### config.mk
export PLATFORM = sky130hd
export DESIGN_NAME = door_ctrl
export DESIGN_NICKNAME = d
export VERILOG_FILES = /design/src/rtl/elevator_pkg.sv /design/src/rtl/door_motion_wdt.sv /design/src/rtl/door_ctrl.sv
export SDC_FILE = /design/constraint.sdc
export NUM_CORES = 1
export LEC_CHECK = 0
export ABC_AREA = 0
export ABC_CLOCK_PERIOD_IN_PS = 2400
export CORE_MARGIN = 8
export CORE_UTILIZATION = 50
export DETAILED_ROUTE_END_ITERATION = 6
export GPL_TIMING_DRIVEN = 0
export PLACE_DENSITY = 0.77
export REMOVE_ABC_BUFFERS = 1
export SKIP_LAST_GASP = 1
export SLEW_MARGIN = 20
export SYNTH_ARGS = -nofsm -noshare
export SYNTH_HDL_FRONTEND = slang
export SYNTH_SLANG_ARGS = --single-unit
export TNS_END_PERCENT = 1
### constraint.sdc
create_clock -name clk -period 2.4 [get_ports clk]
set_input_delay 0.36 -clock clk [delete_from_list [all_inputs] [get_ports clk]]
set_output_delay 0.36 -clock clk [all_outputs]
set_load 0.02 [all_outputs]
### src/rtl/elevator_pkg.sv
// Shared elevator definitions: door state encoding and door timing defaults.
// The floor/motion controller imports this to decode door status.
package elevator_pkg;

    typedef enum logic [2:0] {
        DS_CLOSED  = 3'd0,
        DS_OPENING = 3'd1,
        DS_DWELL   = 3'd2,
        DS_CLOSING = 3'd3,
        DS_FAULT   = 3'd4
    } door_state_e;

    // Default cycle budget for one door stroke (open or close)
    localparam int DOOR_MOTION_LIMIT = 16;

endpackage

### src/rtl/door_motion_wdt.sv
// Door travel watchdog: saturating cycle counter with synchronous clear.
// 'expired' flags the cycle whose edge brings the count up to MOTION_LIMIT,
// so the FSM leaves a stroke on exactly the MOTION_LIMIT-th edge after entry.
// It depends only on the registered count and 'en' (never on 'clr'), which
// keeps it free of any combinational path back from the FSM next state.
module door_motion_wdt
    import elevator_pkg::*;
#(
    parameter int MOTION_LIMIT = DOOR_MOTION_LIMIT
) (
    input  logic clk,
    input  logic reset,
    input  logic clr,
    input  logic en,
    output logic expired
);

    localparam int CW = $clog2(MOTION_LIMIT + 1);
    localparam logic [CW-1:0] LIMIT    = CW'(MOTION_LIMIT);
    localparam logic [CW-1:0] LIMIT_M1 = CW'(MOTION_LIMIT - 1);

    logic [CW-1:0] count_q;
    logic [CW-1:0] count_d;

    // Next count: clear wins, otherwise count up and hold at the limit
    always_comb begin
        count_d = count_q;
        if (clr) begin
            count_d = '0;
        end else if (en && (count_q != LIMIT)) begin
            count_d = count_q + 1'b1;
        end
    end

    // Count register
    always_ff @(posedge clk or posedge reset) begin
        if (reset) count_q <= '0;
        else       count_q <= count_d;
    end

    assign expired = en && (count_q == LIMIT_M1);

endmodule

### src/rtl/door_ctrl.sv
// Elevator car door sequencer. Starts the shared dwell timer with KT, closes
// on its expiry T, supervises door travel and reports when the car may move.
// All outputs are registered from the next state so they track the state.
module door_ctrl
    import elevator_pkg::*;
#(
    parameter int MOTION_LIMIT = DOOR_MOTION_LIMIT
) (
    input  logic clk,
    input  logic reset,
    input  logic car_stopped,
    input  logic stop_req,
    input  logic open_btn,
    input  logic close_btn,
    input  logic obstruct,
    input  logic lim_open,
    input  logic lim_closed,
    input  logic T,
    input  logic fault_clr,
    output logic KT,
    output logic motor_open,
    output logic motor_close,
    output logic door_secure,
    output logic fault
);

    door_state_e state_q, state_d;
    logic kt_q, kt_d;
    logic motor_open_q, motor_open_d;
    logic motor_close_q, motor_close_d;
    logic door_secure_q, door_secure_d;
    logic fault_q, fault_d;

    logic restart;
    logic wdt_clr;
    logic wdt_en;
    logic wdt_expired;

    door_motion_wdt #(
        .MOTION_LIMIT (MOTION_LIMIT)
    ) u_wdt (
        .clk     (clk),
        .reset   (reset),
        .clr     (wdt_clr),
        .en      (wdt_en),
        .expired (wdt_expired)
    );

    // Next state, watchdog control and registered output decode
    always_comb begin
        state_d = state_q;
        restart = 1'b0;

        // Both limit switches at once means a broken sensor or linkage
        if ((state_q != DS_FAULT) && lim_open && lim_closed) begin
            state_d = DS_FAULT;
        end else begin
            case (state_q)
                DS_CLOSED: begin
                    if (stop_req || (open_btn && car_stopped)) state_d = DS_OPENING;
                end
                DS_OPENING: begin
                    if (lim_open)         state_d = DS_DWELL;
                    else if (wdt_expired) state_d = DS_FAULT;
                end
                DS_DWELL: begin
                    // A T seen while KT is high predates the restart: stale
                    if (open_btn || obstruct) restart = 1'b1;
                    else if (close_btn)       state_d = DS_CLOSING;
                    else if (T && !kt_q)      state_d = DS_CLOSING;
                end
                DS_CLOSING: begin
                    if (obstruct || open_btn) state_d = DS_OPENING;
                    else if (lim_closed)      state_d = DS_CLOSED;
                    else if (wdt_expired)     state_d = DS_FAULT;
                end
                DS_FAULT: begin
                    if (fault_clr) state_d = DS_CLOSING;
                end
                default: state_d = DS_FAULT;
            endcase
        end

        // Every stroke entry, including a reopen, starts a fresh budget
        wdt_clr = (state_d != state_q) &&
                  ((state_d == DS_OPENING) || (state_d == DS_CLOSING));
        wdt_en  = (state_q == DS_OPENING) || (state_q == DS_CLOSING);

        kt_d          = (state_d == DS_DWELL) && ((state_q != DS_DWELL) || restart);
        motor_open_d  = (state_d == DS_OPENING);
        motor_close_d = (state_d == DS_CLOSING);
        door_secure_d = (state_d == DS_CLOSED) && lim_closed;
        fault_d       = (state_d == DS_FAULT);
    end

    // State and output registers; reset parks in CLOSING with outputs low
    always_ff @(posedge clk or posedge reset) begin
        if (reset) begin
            state_q       <= DS_CLOSING;
            kt_q          <= 1'b0;
            motor_open_q  <= 1'b0;
            motor_close_q <= 1'b0;
            door_secure_q <= 1'b0;
            fault_q       <= 1'b0;
        end else begin
            state_q       <= state_d;
            kt_q          <= kt_d;
            motor_open_q  <= motor_open_d;
            motor_close_q <= motor_close_d;
            door_secure_q <= door_secure_d;
            fault_q       <= fault_d;
        end
    end

    assign KT          = kt_q;
    assign motor_open  = motor_open_q;
    assign motor_close = motor_close_q;
    assign door_secure = door_secure_q;
    assign fault       = fault_q;

endmodule

==> run summary, run 1 <==
die width - 57.8 um
Worst setup SP type - register
Worst-path clk slew - 0.08 ns
largest net degree at the start of global routing - 14
Hold Path Class - in2async
Worst Path Arrival - 2.21 ns
sequential element share of the synthesized area - 37.5%
most common cell after layout, fill and taps aside - clkdlybuf4s50_1
Fmax - 485 MHz
vias post-DR - 723
post-synth top area share - 31.5%
placer congestion estimate - 0.761
initial core utilization - 51.7%
most frequent cells in the layout - clkdlybuf4s50_1 (15), dfrtp_1 (11), nor2_1 (7), nor3_1 (7), inv_1 (6)
period utilization - 85.9%
status - finished, final reports clean
VDD IR max - 0.575 mV
DRT Pass-1 Iters - 6
DIE AREA - 3340 um2
Clk Latency, worst-skew pair - 0.28 ns
total CTS buffers - 3
Critical Path RT - 2.54 ns
layout cells sized above 1 - 18.3%
main area contributors after synthesis - dfrtp_1 (32%), dfstp_2 (6.0%), ha_1 (4.3%), nor3_1 (4.0%), or4b_4 (3.2%)
Post-Synthesis Cell Area - 873 um2
crit path max-delay cell type - dfrtp_1
CP Class - reg2reg
global router's overall resource usage - 12.1%
Fin Setup TNS - 0 ns
Leak - 0.434 nW
Post-synth EDFFs - 0
IO Port Bufs - 15
placed standard-cell area - 1020 um2
Final Hold Fails - 0
initial antenna violation count - 0
Async SR Flop Fraction - 100%
Place WS - 0.263 ns
area delta synth->final - 19.9%
crit-path max cell delay - 0.42 ns
final setup vio count - 0
Die H - 57.8 um
vias in the first global route - 693
hold buffer count at CTS - 0
Worst slew margin - 62.7%
Most used DFF post-synth - dfrtp_1
H-tree levels - 1
max_cap viols - 0
PD cells - 993 nW/um2
Clock Sinks - 13
post-route ant nets - 0
drt wl/cell - 14.5 um
setup repair bufs after CTS - 0
CTS resizes - 0
Starting DRT DRC Count - 18
drc violations - 0
delay-heaviest family, CP - compound AO/OA/AOI/OAI gates
DP HPWL - 1.37 mm
# fillers - 144
Total Wirelength - 1.76 mm
Core ar. - 1690 um2
worst clock skew - 0.00670 ns
Critical Path Fanout Max - 7
Avg Inst Size Synth - 9.92 um2
grt ovf - 0
Synthesis Warnings - 0
final slew viol count - 0
Root Buffer Master - clkbuf_4
CTS tree - built
first-pass GRT wire length - 3.08 mm
FP Rows - 15
Mapped Cells - 88
# IOs - 16
critical-path cell list - ha_1 -> and3_1 -> ha_1 -> nor3_1 -> a32oi_2 -> a211oi_2 -> nor3_1
RSZ-0062 raised after global routing - no
vias per cell - 5.98
Layout Nets - 119
#FFs+latches synth - 13
Max clock buf depth - 2
synth unique cells - 43
Least-Margin Pin Slew - 0.559 ns
top cell type by total area after synthesis - dfrtp_1
CP endpoint kind - register
post-route setup slack - 0.339 ns
fin crit period - 2.06 ns
antenna cell count - 0
CP bufs+invs - 0
fin area - 1050 um2
[flip-flops by register name, indices dropped and copies added (netlist names)]
| signal | cells |
|---|---|
| fault | 1 |
| door_secure | 1 |
| state_q | 3 |
| u_wdt.count_q | 5 |
| motor_close | 1 |
| motor_open | 1 |
| KT | 1 |
[worst register-to-register path: stages (launching register included)]
cell      delay, ns
dfrtp_1        0.42
ha_1           0.20
and3_1         0.18
ha_1           0.28
nor3_1         0.21
a32oi_2        0.10
a211oi_2       0.42
nor3_1         0.11
[path summary, 6_finish.rpt]
check                              endpoint  depth (start not counted)             start  slack [ns]
setup / recovery           u_wdt.count_q[3]                          7  u_wdt.count_q[1]        0.34
hold / removal             u_wdt.count_q[0]                          2             reset        0.39
min in group clk           u_wdt.count_q[4]                          2  u_wdt.count_q[4]        0.63
setup reg to reg           u_wdt.count_q[3]                          7  u_wdt.count_q[1]        0.34
max in group asynchronous        state_q[0]                          2             reset        1.66
hold reg to reg            u_wdt.count_q[4]                          2  u_wdt.count_q[4]        0.63
[cell usage after synthesis (3+ instances only)]
library cell	count
dfrtp_1	11
nor2_1	7
o21ai_0	3
inv_1	6
a21oi_1	3
nor3_1	7
nand2b_1	4
nand2_1	4
ha_1	3
[where the power goes]
part	switching (mW)	internal, mW	total, mW	leakage, nW
Clock	0.0725	0.0645	0.137	0.0150
Combinational	0.278	0.248	0.526	0.253
Sequential	0.0780	0.299	0.377	0.166
Total	0.428	0.612	1.04	0.434
[through the flow]
step	cells	hold WS, ns	utilization [%]	total power, mW
2_1_floorplan	85	0.236	-	0.744
6_report	121	0.388	62.0	1.04
5_1_grt	121	0.436	62.0	1.13
3_5_place_dp	117	0.613	60.4	0.909
4_1_cts	121	0.392	62.0	1.05
3_3_place_gp	117	0.592	60.4	0.895
[area by class of cell]
class	count	area (um2)	area share, %
Inverter	6	22.5	2.15
Clock buffer	4	26.3	2.51
Multi-Input combinational cell	66	499	47.7
Tap cell	17	21.3	2.03
Sequential cell	13	328	31.3
Timing Repair Buffer	15	150	14.3
[cells by family (layout without fill, tap and decap cells)]
kind of cell / count (synthesis) / count (layout) / share of synthesized area [%]
adder cells (fa/ha/maj): 3 / 3 / 4.30
AO/OA/AOI/OAI: 21 / 21 / 20.9
buffers and inverters: 9 / 25 / 5.30
flip-flops: 13 / 13 / 37.5
multiplexers: 1 / 1 / 1.15
XOR/XNOR: 3 / 3 / 3.01
AND/OR/NAND/NOR: 38 / 38 / 27.8
[metal layers]
metal / track usage, % / vias to the layer above / share of wire [%]
li1: - / 358 / -
met1: 13.4 / 343 / 45
met2: 19.5 / 18 / 48
met3: 4.86 / 4 / 5.3
met4: 6.29 / 0 / 1.8
met5: 0 / - / 0
No activity file was read; power rests on OpenSTA's default activity.
==> inputs of run 2 (changes only) <==
--- a/config.mk
+++ b/config.mk
@@ -13,6 +13,7 @@
 export GPL_TIMING_DRIVEN = 0
 export PLACE_DENSITY = 0.77
 export REMOVE_ABC_BUFFERS = 1
+export SKIP_CTS_REPAIR_TIMING = 1
 export SKIP_LAST_GASP = 1
 export SLEW_MARGIN = 20
 export SYNTH_ARGS = -nofsm -noshare
==> results of run 2 <==
Final layout, timing and power as in run 1 (identical DEF).
==> inputs of run 3 (changes only) <==
--- a/config.mk
+++ b/config.mk
@@ -11,11 +11,10 @@
 export CORE_UTILIZATION = 50
 export DETAILED_ROUTE_END_ITERATION = 6
 export GPL_TIMING_DRIVEN = 0
-export PLACE_DENSITY = 0.77
+export PLACE_DENSITY_LB_ADDON = 0.1
 export REMOVE_ABC_BUFFERS = 1
 export SKIP_CTS_REPAIR_TIMING = 1
 export SKIP_LAST_GASP = 1
-export SLEW_MARGIN = 20
 export SYNTH_ARGS = -nofsm -noshare
 export SYNTH_HDL_FRONTEND = slang
 export SYNTH_SLANG_ARGS = --single-unit
==> constraint.sdc (replaced) <==
create_clock -name clk -period 2.4 [get_ports clk]
set_input_delay 0.24 -clock clk [delete_from_list [all_inputs] [get_ports clk]]
set_output_delay 0.24 -clock clk [all_outputs]
set_load 0.02 [all_outputs]
==> run 3 against run 2 <==
  * Core utilization is the same
  * Sequential share of layout area unchanged
  * Combinational power grew 2%
  * Clock skew shrank 0.0028 ns
  * Routed wire length rose by 7.2%
  * Worst hold slack got worse by 0.10 ns
  * Largest power group unchanged
  * Fmax is 0.12% lower
  * Global-route usage down 0.77 points
  * Power rose by 1.0%
  * Critical path type unchanged
==> run summary, run 3 (same netlist as run 1, synthesis figures left out) <==
Switching Power - 0.438 mW (+2.3%)
CP endpoint kind - register
FP Rows - 15 (unchanged)
PD cells - 1000 nW/um2 (+1.0%)
vias in the first global route - 673 (-2.9%)
most common cell after layout, fill and taps aside - clkdlybuf4s50_1
max_cap viols - 0 (unchanged)
status - finished, final reports clean
Worst setup SP type - register
Final Hold Fails - 0 (unchanged)
initial core utilization - 51.7% (unchanged)
Fin Setup TNS - 0 ns (unchanged)
CTS tree - built
Starting DRT DRC Count - 8 (-10)
antenna cell count - 0 (unchanged)
Internal - 0.613 mW (+0.17%)
Worst Path Arrival - 2.21 ns (about the same)
Clock Sinks - 13 (unchanged)
Top Registers - u_wdt.count_q x5, state_q x3
post-route ant nets - 0 (unchanged)
final setup vio count - 0 (unchanged)
total power - 1.05 mW (+1.0%)
largest net degree at the start of global routing - 14 (unchanged)
die width - 57.8 um (unchanged)
first-pass GRT wire length - 2.97 mm (-3.8%)
# IOs - 16 (unchanged)
VDD IR max - 0.569 mV (-1.1%)
met3 wire len - 114 um (+23%)
Final Util - 62.0% (unchanged)
CP Class - reg2reg
most frequent cells in the layout - clkdlybuf4s50_1 (15), dfrtp_1 (11), nor2_1 (7), nor3_1 (7), inv_1 (6)
drt wl/cell - 15.6 um (+7.2%)
Root Buffer Master - clkbuf_4
worst clock skew - 0.00389 ns (-0.00281 ns)
worst hold margin - 0.286 ns (-0.102 ns)
post-route setup slack - 0.336 ns (-0.00256 ns)
area delta synth->final - 19.9% (unchanged)
max FFs per register - 5 (unchanged)
Worst slew margin - 65.5% (+2.9 points)
Critical Path RT - 2.55 ns (about the same)
Leak - 0.434 nW (unchanged)
Total Wirelength - 1.89 mm (+7.2%)
fin crit period - 2.06 ns (+0.00256 ns)
layout cells sized above 1 - 18.3% (unchanged)
fin area - 1050 um2 (unchanged)
placed standard-cell area - 1020 um2 (unchanged)
Worst-path clk slew - 0.08 ns (about the same)
H-tree levels - 1 (unchanged)
Clk Latency, worst-skew pair - 0.27 ns (about the same)
Max clock buf depth - 2 (unchanged)
WL met1 - 848 um (+8.0%)
DIE AREA - 3340 um2 (unchanged)
Place WS - 0.366 ns (+0.103 ns)
DR WL met2 - 923 um (+9.0%)
period utilization - 86.0% (+0.11 points)
Die H - 57.8 um (unchanged)
Core ar. - 1690 um2 (unchanged)
vias per cell - 5.89 (-1.4%)
Least-Margin Pin Slew - 0.516 ns (-0.0428 ns)
Top reg by flops - u_wdt.count_q
DP HPWL - 1.47 mm (+7.8%)
Critical Path Fanout Max - 7 (unchanged)
Post-Place Cells - 117 (unchanged)
final slew viol count - 0 (unchanged)
power share of the clock group - 12.8% (-0.4 points)
switching share of power - 41.7% (+0.51 points)
RSZ-0062 raised after global routing - no
max layer used - met3
DRT Pass-1 Iters - 4 (-2)
Logic pwr share - 50.9% (+0.3 points)
drc violations - 0 (unchanged)
IO Port Bufs - 15 (unchanged)
vias post-DR - 713 (-1.4%)
global router's overall resource usage - 11.3% (-0.77 points)
part of the power in registers - 36.3% (about the same)
grt ovf - 0 (unchanged)
placer congestion estimate - 0.748 (-1.7%)
Fmax - 484 MHz (-0.12%)
initial antenna violation count - 0 (unchanged)
Hold Path Class - in2async
total CTS buffers - 3 (unchanged)
fin cells - 121 (unchanged)
Layout Nets - 119 (unchanged)
run 3: cell counts in the layout (fill, tap and decap cells not counted):
No cell type changed its count.
run 3: worst paths after layout:
path,start,cells after the start,endpoint,slack [ns]
worst max-delay path,u_wdt.count_q[1],7,u_wdt.count_q[0],0.34
worst min-delay path,reset,2,u_wdt.count_q[2],0.29
worst max register to register,u_wdt.count_q[1],7,u_wdt.count_q[0],0.34
worst min register to register,u_wdt.count_q[4],2,u_wdt.count_q[4],0.62
max in group asynchronous,reset,2,state_q[0],1.76
min in group clk,u_wdt.count_q[4],2,u_wdt.count_q[4],0.62
run 3: layout make-up:
cell class,count,area [um2]
well taps,17,21.3
clock buffers,4,26.3
repair buffers,15,150
flip-flops and latches,13,328
inverters,6,22.5
fillers,151,642
multi-input cells,66,499
run 3: routing by layer:
| layer | up-vias | global-route usage, % |
|---|---|---|
| li1 | 354 | - |
| met2 | 12 | 20.3 |
| met4 | 0 | 0 |
| met1 | 347 | 12.4 |
| met3 | 0 | 5.74 |
| met5 | - | 0 |
run 3: power groups by stage:
stage	Combinational (mW)	Sequential, mW	Clock, mW
finish	0.535	0.382	0.135
floorplan	0.338	0.407	0
detailed placement	0.537	0.385	0
global placement	0.524	0.383	0
global route	0.578	0.392	0.149
CTS	0.537	0.381	0.141
run 3: critical path, cell delays in order, from the launching register on:
cell and delay [ns]:
dfrtp_1 0.42, ha_1 0.21, and3_1 0.19, ha_1 0.28, nor3_1 0.20, a32oi_2 0.10, a211oi_2 0.44, nor3_1 0.10
